--- config.mk ---
export PLATFORM = sky130hd
export DESIGN_NAME = register_unit_sb
export DESIGN_NICKNAME = d
export VERILOG_FILES = /design/src/rtl/register_unit_sb.sv
export SDC_FILE = /design/constraint.sdc
export NUM_CORES = 2
export LEC_CHECK = 0
export CAP_MARGIN = 20
export CORE_MARGIN = 1.5
export CORE_UTILIZATION = 45
export CTS_CLUSTER_SIZE = 40
export DETAILED_ROUTE_END_ITERATION = 6
export GPL_TIMING_DRIVEN = 0
export PLACE_DENSITY = 0.62
export SLEW_MARGIN = 0
export SYNTH_ARGS = -nofsm -noshare
export SYNTH_HDL_FRONTEND = slang
export SYNTH_SLANG_ARGS = --single-unit
--- constraint.sdc ---
create_clock -name clk -period 9.4 [get_ports clk]
set_input_delay 2.82 -clock clk [delete_from_list [all_inputs] [get_ports clk]]
set_output_delay 2.82 -clock clk [all_outputs]
set_load 0.03 [all_outputs]
--- src/rtl/register_unit_sb.sv ---
// register_unit_sb: 2-read/1-write register unit with a per-register
// pending-write scoreboard for the pipelined core.
//
// Decode side : rs1/rs2 read addresses, RUrs1/RUrs2 read data (combinational),
//               rs1_busy/rs2_busy hazard flags, iss_valid/iss_rd issue port.
// Writeback   : RUWr/rd/RUDataWr write port; each write also retires one
//               pending writer of rd.
// Status      : sb_err, sticky counter overflow/underflow flag.
// Clock/reset : clk rising edge, rst_n asynchronous active-low.
//
// Build option: define REGFILE_BYPASS_EN to forward the writeback data and
// retire into the same-cycle read/busy outputs.

// One pending-write counter. Saturates at both ends and reports the
// attempted overflow/underflow on err (combinational, same cycle).
module sb_counter #(
    parameter int SB_BITS = 2
) (
    input  logic               clk,
    input  logic               rst_n,
    input  logic               inc,
    input  logic               dec,
    output logic [SB_BITS-1:0] cnt,
    output logic               err
);
    localparam logic [SB_BITS-1:0] CMAX = '1;

    logic up, dn;
    assign up  = inc && !dec;
    assign dn  = dec && !inc;
    assign err = (up && cnt == CMAX) || (dn && cnt == '0);

    always_ff @(posedge clk or negedge rst_n) begin
        if (!rst_n)                  cnt <= '0;
        else if (up && cnt != CMAX)  cnt <= cnt + SB_BITS'(1);
        else if (dn && cnt != '0)    cnt <= cnt - SB_BITS'(1);
    end
endmodule

module register_unit_sb #(
    parameter int XLEN    = 32,
    parameter int NREGS   = 32,
    parameter int SP_IDX  = 2,
    parameter int SP_INIT = 1000,
    parameter int SB_BITS = 2,
    localparam int AW     = $clog2(NREGS)
) (
    input  logic            clk,
    input  logic            rst_n,
    input  logic [AW-1:0]   rs1,
    input  logic [AW-1:0]   rs2,
    output logic [XLEN-1:0] RUrs1,
    output logic [XLEN-1:0] RUrs2,
    output logic            rs1_busy,
    output logic            rs2_busy,
    input  logic            iss_valid,
    input  logic [AW-1:0]   iss_rd,
    input  logic            RUWr,
    input  logic [AW-1:0]   rd,
    input  logic [XLEN-1:0] RUDataWr,
    output logic            sb_err
);
    localparam logic [XLEN-1:0] SP_VAL = XLEN'(SP_INIT);

    logic [NREGS-1:0][XLEN-1:0]    regs;
    logic [NREGS-1:0][SB_BITS-1:0] cnt;
    logic [NREGS-1:0]              err;
    logic                          wr_en;

    assign wr_en = RUWr && rd != '0;

    // ---------------- register array ----------------
    always_ff @(posedge clk or negedge rst_n) begin
        if (!rst_n) begin
            for (int i = 0; i < NREGS; i++)
                regs[i] <= (i == SP_IDX) ? SP_VAL : '0;
        end else if (wr_en) begin
            regs[rd] <= RUDataWr;
        end
    end

    // ---------------- scoreboard ----------------
    // x0 never has a writer, so its counter slot is tied off.
    assign cnt[0] = '0;
    assign err[0] = 1'b0;

    for (genvar i = 1; i < NREGS; i++) begin : g_sb
        sb_counter #(.SB_BITS(SB_BITS)) u_cnt (
            .clk   (clk),
            .rst_n (rst_n),
            .inc   (iss_valid && iss_rd == AW'(i)),
            .dec   (wr_en && rd == AW'(i)),
            .cnt   (cnt[i]),
            .err   (err[i])
        );
    end

    always_ff @(posedge clk or negedge rst_n) begin
        if (!rst_n)    sb_err <= 1'b0;
        else if (|err) sb_err <= 1'b1;
    end

    // ---------------- read ports ----------------
`ifdef REGFILE_BYPASS_EN
    // A retire this cycle clears busy only when it is the last writer and
    // no new writer of the same register issues alongside it.
    logic last1, last2;
    assign last1 = wr_en && rd == rs1 && cnt[rs1] == SB_BITS'(1)
                   && !(iss_valid && iss_rd == rs1);
    assign last2 = wr_en && rd == rs2 && cnt[rs2] == SB_BITS'(1)
                   && !(iss_valid && iss_rd == rs2);
`endif

    always_comb begin
        RUrs1    = (rs1 == '0) ? '0 : regs[rs1];
        RUrs2    = (rs2 == '0) ? '0 : regs[rs2];
        rs1_busy = cnt[rs1] != '0;
        rs2_busy = cnt[rs2] != '0;
`ifdef REGFILE_BYPASS_EN
        // wr_en excludes rd==0, so x0 can never be forwarded.
        if (wr_en && rd == rs1) RUrs1 = RUDataWr;
        if (wr_en && rd == rs2) RUrs2 = RUDataWr;
        if (last1) rs1_busy = 1'b0;
        if (last2) rs2_busy = 1'b0;
`endif
    end
endmodule

==> impl_metrics.prom <==
# TYPE chip_impl_metric gauge
chip_impl_metric{name="worstPathMaxFanout",unit=""} 10
chip_impl_metric{name="die_extent_in_y",unit="microns"} 364
chip_impl_metric{name="irDropWorstVdd",unit="mV"} 0.137
chip_impl_metric{name="start_util",unit=""} 0.453
chip_impl_metric{name="worstPathArrival",unit="ns"} 6.70
chip_impl_metric{name="core_region_area",unit="sq um"} 129000
chip_impl_metric{name="clkSinkCount",unit=""} 1087
chip_impl_metric{name="globalplace.congestion",unit=""} 0.934
chip_impl_info{name="synth-main-ff-cell",value="sky130_fd_sc_hd__dfrtp_1"} 1
chip_impl_metric{name="ctsHoldBuffers",unit=""} 0
chip_impl_metric{name="post_cts_setup_buffer_count",unit=""} 0
chip_impl_metric{name="synth-edff-count",unit=""} 0
chip_impl_metric{name="gr-usage-all-layers",unit=""} 0.312
chip_impl_metric{name="worst_skew_pair.late_latency",unit="ns"} 0.75
chip_impl_info{name="violations",value="setup timing"} 1
chip_impl_metric{name="synth_nets",unit=""} 4107
chip_impl_metric{name="setup_viol",unit=""} 5
chip_impl_metric{name="first_pass_iters",unit=""} 7
chip_impl_metric{name="route.final.wire_length",unit="mm"} 204
chip_impl_info{name="cts-root-buf",value="sky130_fd_sc_hd__clkbuf_16"} 1
chip_impl_metric{name="worst-slew-pin-transition",unit="ns"} 1.25
chip_impl_metric{name="final_period_minus_worst_setup_slack",unit="ns"} 9.52
chip_impl_metric{name="power.leakage",unit="nW"} 28.3
chip_impl_metric{name="postSynth.asyncResetShare",unit=""} 1.00
chip_impl_info{name="status",value="finished with violations"} 1
chip_impl_metric{name="synthesis.instances",unit=""} 4051
chip_impl_metric{name="drc",unit=""} 0
chip_impl_metric{name="seqCellArea",unit="sq um"} 27200
chip_impl_metric{name="cts.htree.levels",unit=""} 3
chip_impl_metric{name="critPathRequiredTime",unit="ns"} 6.58
chip_impl_metric{name="slew_viol_final",unit=""} 0
chip_impl_metric{name="grt_overflow_total",unit=""} 0
chip_impl_metric{name="clk_path_buf_depth",unit=""} 3
chip_impl_metric{name="timing_hold_violations_final",unit=""} 0
chip_impl_metric{name="synth_area",unit="sq um"} 58700
chip_impl_metric{name="antenna_found_initial",unit=""} 6
chip_impl_metric{name="multiInputGateArea",unit="sq um"} 29400
chip_impl_metric{name="detail-route-antenna-nets",unit=""} 0
chip_impl_metric{name="path_clk_slew",unit="ns"} 0.06
chip_impl_metric{name="numCtsBuffers",unit=""} 118
chip_impl_metric{name="port_buffers",unit=""} 113
chip_impl_metric{name="final.period_utilization",unit=""} 1.01
chip_impl_info{name="crit_type",value="primary input to output pin"} 1
chip_impl_metric{name="final_hpwl_from_detailed_placement",unit="mm"} 145
chip_impl_info{name="cts_tree",value="done"} 1
chip_impl_metric{name="total_cell_area_at_the_placement_stage",unit="sq um"} 63000
chip_impl_info{name="layout_commonest_cell",value="sky130_fd_sc_hd__dfrtp_1"} 1
chip_impl_metric{name="first_global_vias",unit=""} 40800
chip_impl_metric{name="fin_skew",unit="ns"} 0.00748
chip_impl_metric{name="synth_warnings",unit=""} 0
chip_impl_metric{name="detail_route.wl_per_cell",unit="microns"} 33.0
chip_impl_info{name="grt_setup_unrepaired",value="true"} 1
chip_impl_info{name="crit_path_end_kind",value="output pin"} 1
chip_impl_metric{name="detailroute.via_count",unit=""} 40400
chip_impl_info{name="hold_class",value="flip-flop to flip-flop"} 1
chip_impl_metric{name="power_density",unit="nW/um^2"} 215
chip_impl_metric{name="achievable-frequency",unit="MHz"} 105
chip_impl_metric{name="num-nets-final",unit=""} 4407
chip_impl_info{name="layout_common_cells",value="sky130_fd_sc_hd__dfrtp_1 (1,081), sky130_fd_sc_hd__mux2_2 (928), sky130_fd_sc_hd__mux4_2 (646)"} 1
chip_impl_metric{name="design.portCount",unit=""} 123
chip_impl_metric{name="holdWs",unit="ns"} 0.479
chip_impl_metric{name="detail_route.vias_per_cell",unit=""} 6.52
chip_impl_metric{name="final_layout_size_suffix_gt1_frac",unit=""} 0.445
chip_impl_metric{name="filler_cell_count",unit=""} 10900
chip_impl_metric{name="num_rows",unit=""} 132
chip_impl_metric{name="floorplan.die_area",unit="sq um"} 133000
chip_impl_metric{name="postSynthAreaPerCell",unit="sq um"} 14.5
chip_impl_metric{name="numPlacedInstances",unit=""} 5964
chip_impl_metric{name="drv_cap",unit=""} 0
chip_impl_metric{name="netlist-cell-type-count",unit=""} 65
chip_impl_info{name="startpoint_type",value="primary input"} 1
chip_impl_metric{name="slew_headroom",unit=""} 0.165
chip_impl_metric{name="yosys_register_bits",unit=""} 1087
chip_impl_metric{name="wire_length_of_the_first_global_routing_pass",unit="mm"} 294
chip_impl_metric{name="grt_start_max_net_pins",unit=""} 177
chip_impl_metric{name="final_cell_area",unit="sq um"} 67300
chip_impl_metric{name="layout_setup_ws",unit="ns"} -0.115
chip_impl_metric{name="stdcell_count",unit=""} 6188
chip_impl_metric{name="synth_sequential_area_ratio",unit=""} 0.464
chip_impl_metric{name="die_w",unit="microns"} 364
chip_impl_metric{name="area_delta_synth_final",unit="%"} 14.7
chip_impl_metric{name="drt_first_iter_violations",unit=""} 4711
synthesized netlist by cell type (12+ instances only):
cell type | instances | area (sq um)
sky130_fd_sc_hd__nor2_1 | 99 | 372
sky130_fd_sc_hd__a211oi_1 | 42 | 315
sky130_fd_sc_hd__inv_1 | 85 | 319
sky130_fd_sc_hd__nand3_1 | 12 | 60.1
sky130_fd_sc_hd__o21ai_0 | 116 | 581
sky130_fd_sc_hd__mux4_2 | 646 | 14500
sky130_fd_sc_hd__a21oi_1 | 64 | 320
sky130_fd_sc_hd__dfrtp_1 | 1081 | 27100
sky130_fd_sc_hd__o22ai_1 | 12 | 75.1
sky130_fd_sc_hd__nand2_1 | 351 | 1320
sky130_fd_sc_hd__o211ai_1 | 18 | 135
sky130_fd_sc_hd__clkbuf_1 | 305 | 1140
sky130_fd_sc_hd__buf_1 | 44 | 165
sky130_fd_sc_hd__nor3_1 | 30 | 150
sky130_fd_sc_hd__mux2_2 | 928 | 10500
sky130_fd_sc_hd__buf_2 | 74 | 370
metal layers:
layer  track usage  share of wire  up-vias
li1              -              -    16000
met1         0.419           0.40    21800
met2         0.475           0.46     2049
met3        0.0835          0.095      485
met4         0.143          0.051        2
met5       0.00799       0.000098        -
worst paths after layout:
check | from | end | slack, ns | depth (start not counted)
hold / removal | regs[8] | regs[8] | 0.48 | 1
hold reg to reg | regs[8] | regs[8] | 0.48 | 1
setup reg to reg | g_sb[30].u_cnt.cnt[0] | sb_err | 7.31 | 6
setup / recovery | rs1[1] | RUrs1[0] | -0.12 | 8
min in group asynchronous | rst_n | g_sb[31].u_cnt.cnt[0] | 2.03 | 1
max in group asynchronous | rst_n | regs[687] | 5.01 | 4
flip-flops by register name, summed over array words and instances, names as in the netlist:
register	cells
regs	1024
sb_err	1
g_sb.u_cnt.cnt	62
layout make-up:
| class | count | share of cell area |
|---|---|---|
| tap | 1742 | 0.0324 |
| clock inverter | 40 | 0.0100 |
| buffer | 428 | 0.0272 |
| clock buffer | 172 | 0.0508 |
| sequential | 1087 | 0.404 |
| antenna | 3 | 0.000112 |
| multi-input combinational | 2450 | 0.437 |
| inverter | 86 | 0.00480 |
| timing repair buffer | 180 | 0.0334 |
timing repair:
item / 4_1_cts / 5_1_grt
hold endpoints to repair: 0 / 0
resized for setup: 51 / 21
setup endpoints to repair: 66 / 21
per-stage QoR:
stage               setup WS (ns)  setup TNS [ns]  power (W)   util
finish                     -0.115          -0.330     0.0145  0.520
floorplan                    1.56               0    0.00838      -
global route              -0.0202         -0.0202     0.0150  0.520
detailed placement          -1.02          -40.19    0.00949  0.487
CTS                        0.0151               0     0.0145  0.519
global placement           -45.81               -    0.00939  0.479
logic make-up after synthesis:
family	synth area share
AOI/OAI and AO/OA	0.0316
and+or+nand+nor	0.0435
buffers and inverters	0.0354
muxes	0.426
DFF	0.464
critical path, cell delays in order:
cell and delay [ns]:
sky130_fd_sc_hd__clkbuf_2 0.43, sky130_fd_sc_hd__clkbuf_2 0.54, sky130_fd_sc_hd__clkbuf_1 0.84, sky130_fd_sc_hd__mux4_2 0.44, sky130_fd_sc_hd__mux4_2 0.46, sky130_fd_sc_hd__nand2_1 0.13, sky130_fd_sc_hd__o21ai_0 0.32, sky130_fd_sc_hd__clkdlybuf4s50_1 0.70
where the power goes:
group | internal, W | leakage (nW) | switching (W)
Sequential | 0.00557 | 13.9 | 0.000676
Clock | 0.00297 | 2.01 | 0.00202
Combinational | 0.00184 | 12.5 | 0.00138
Power figures use the tool's default switching activity.
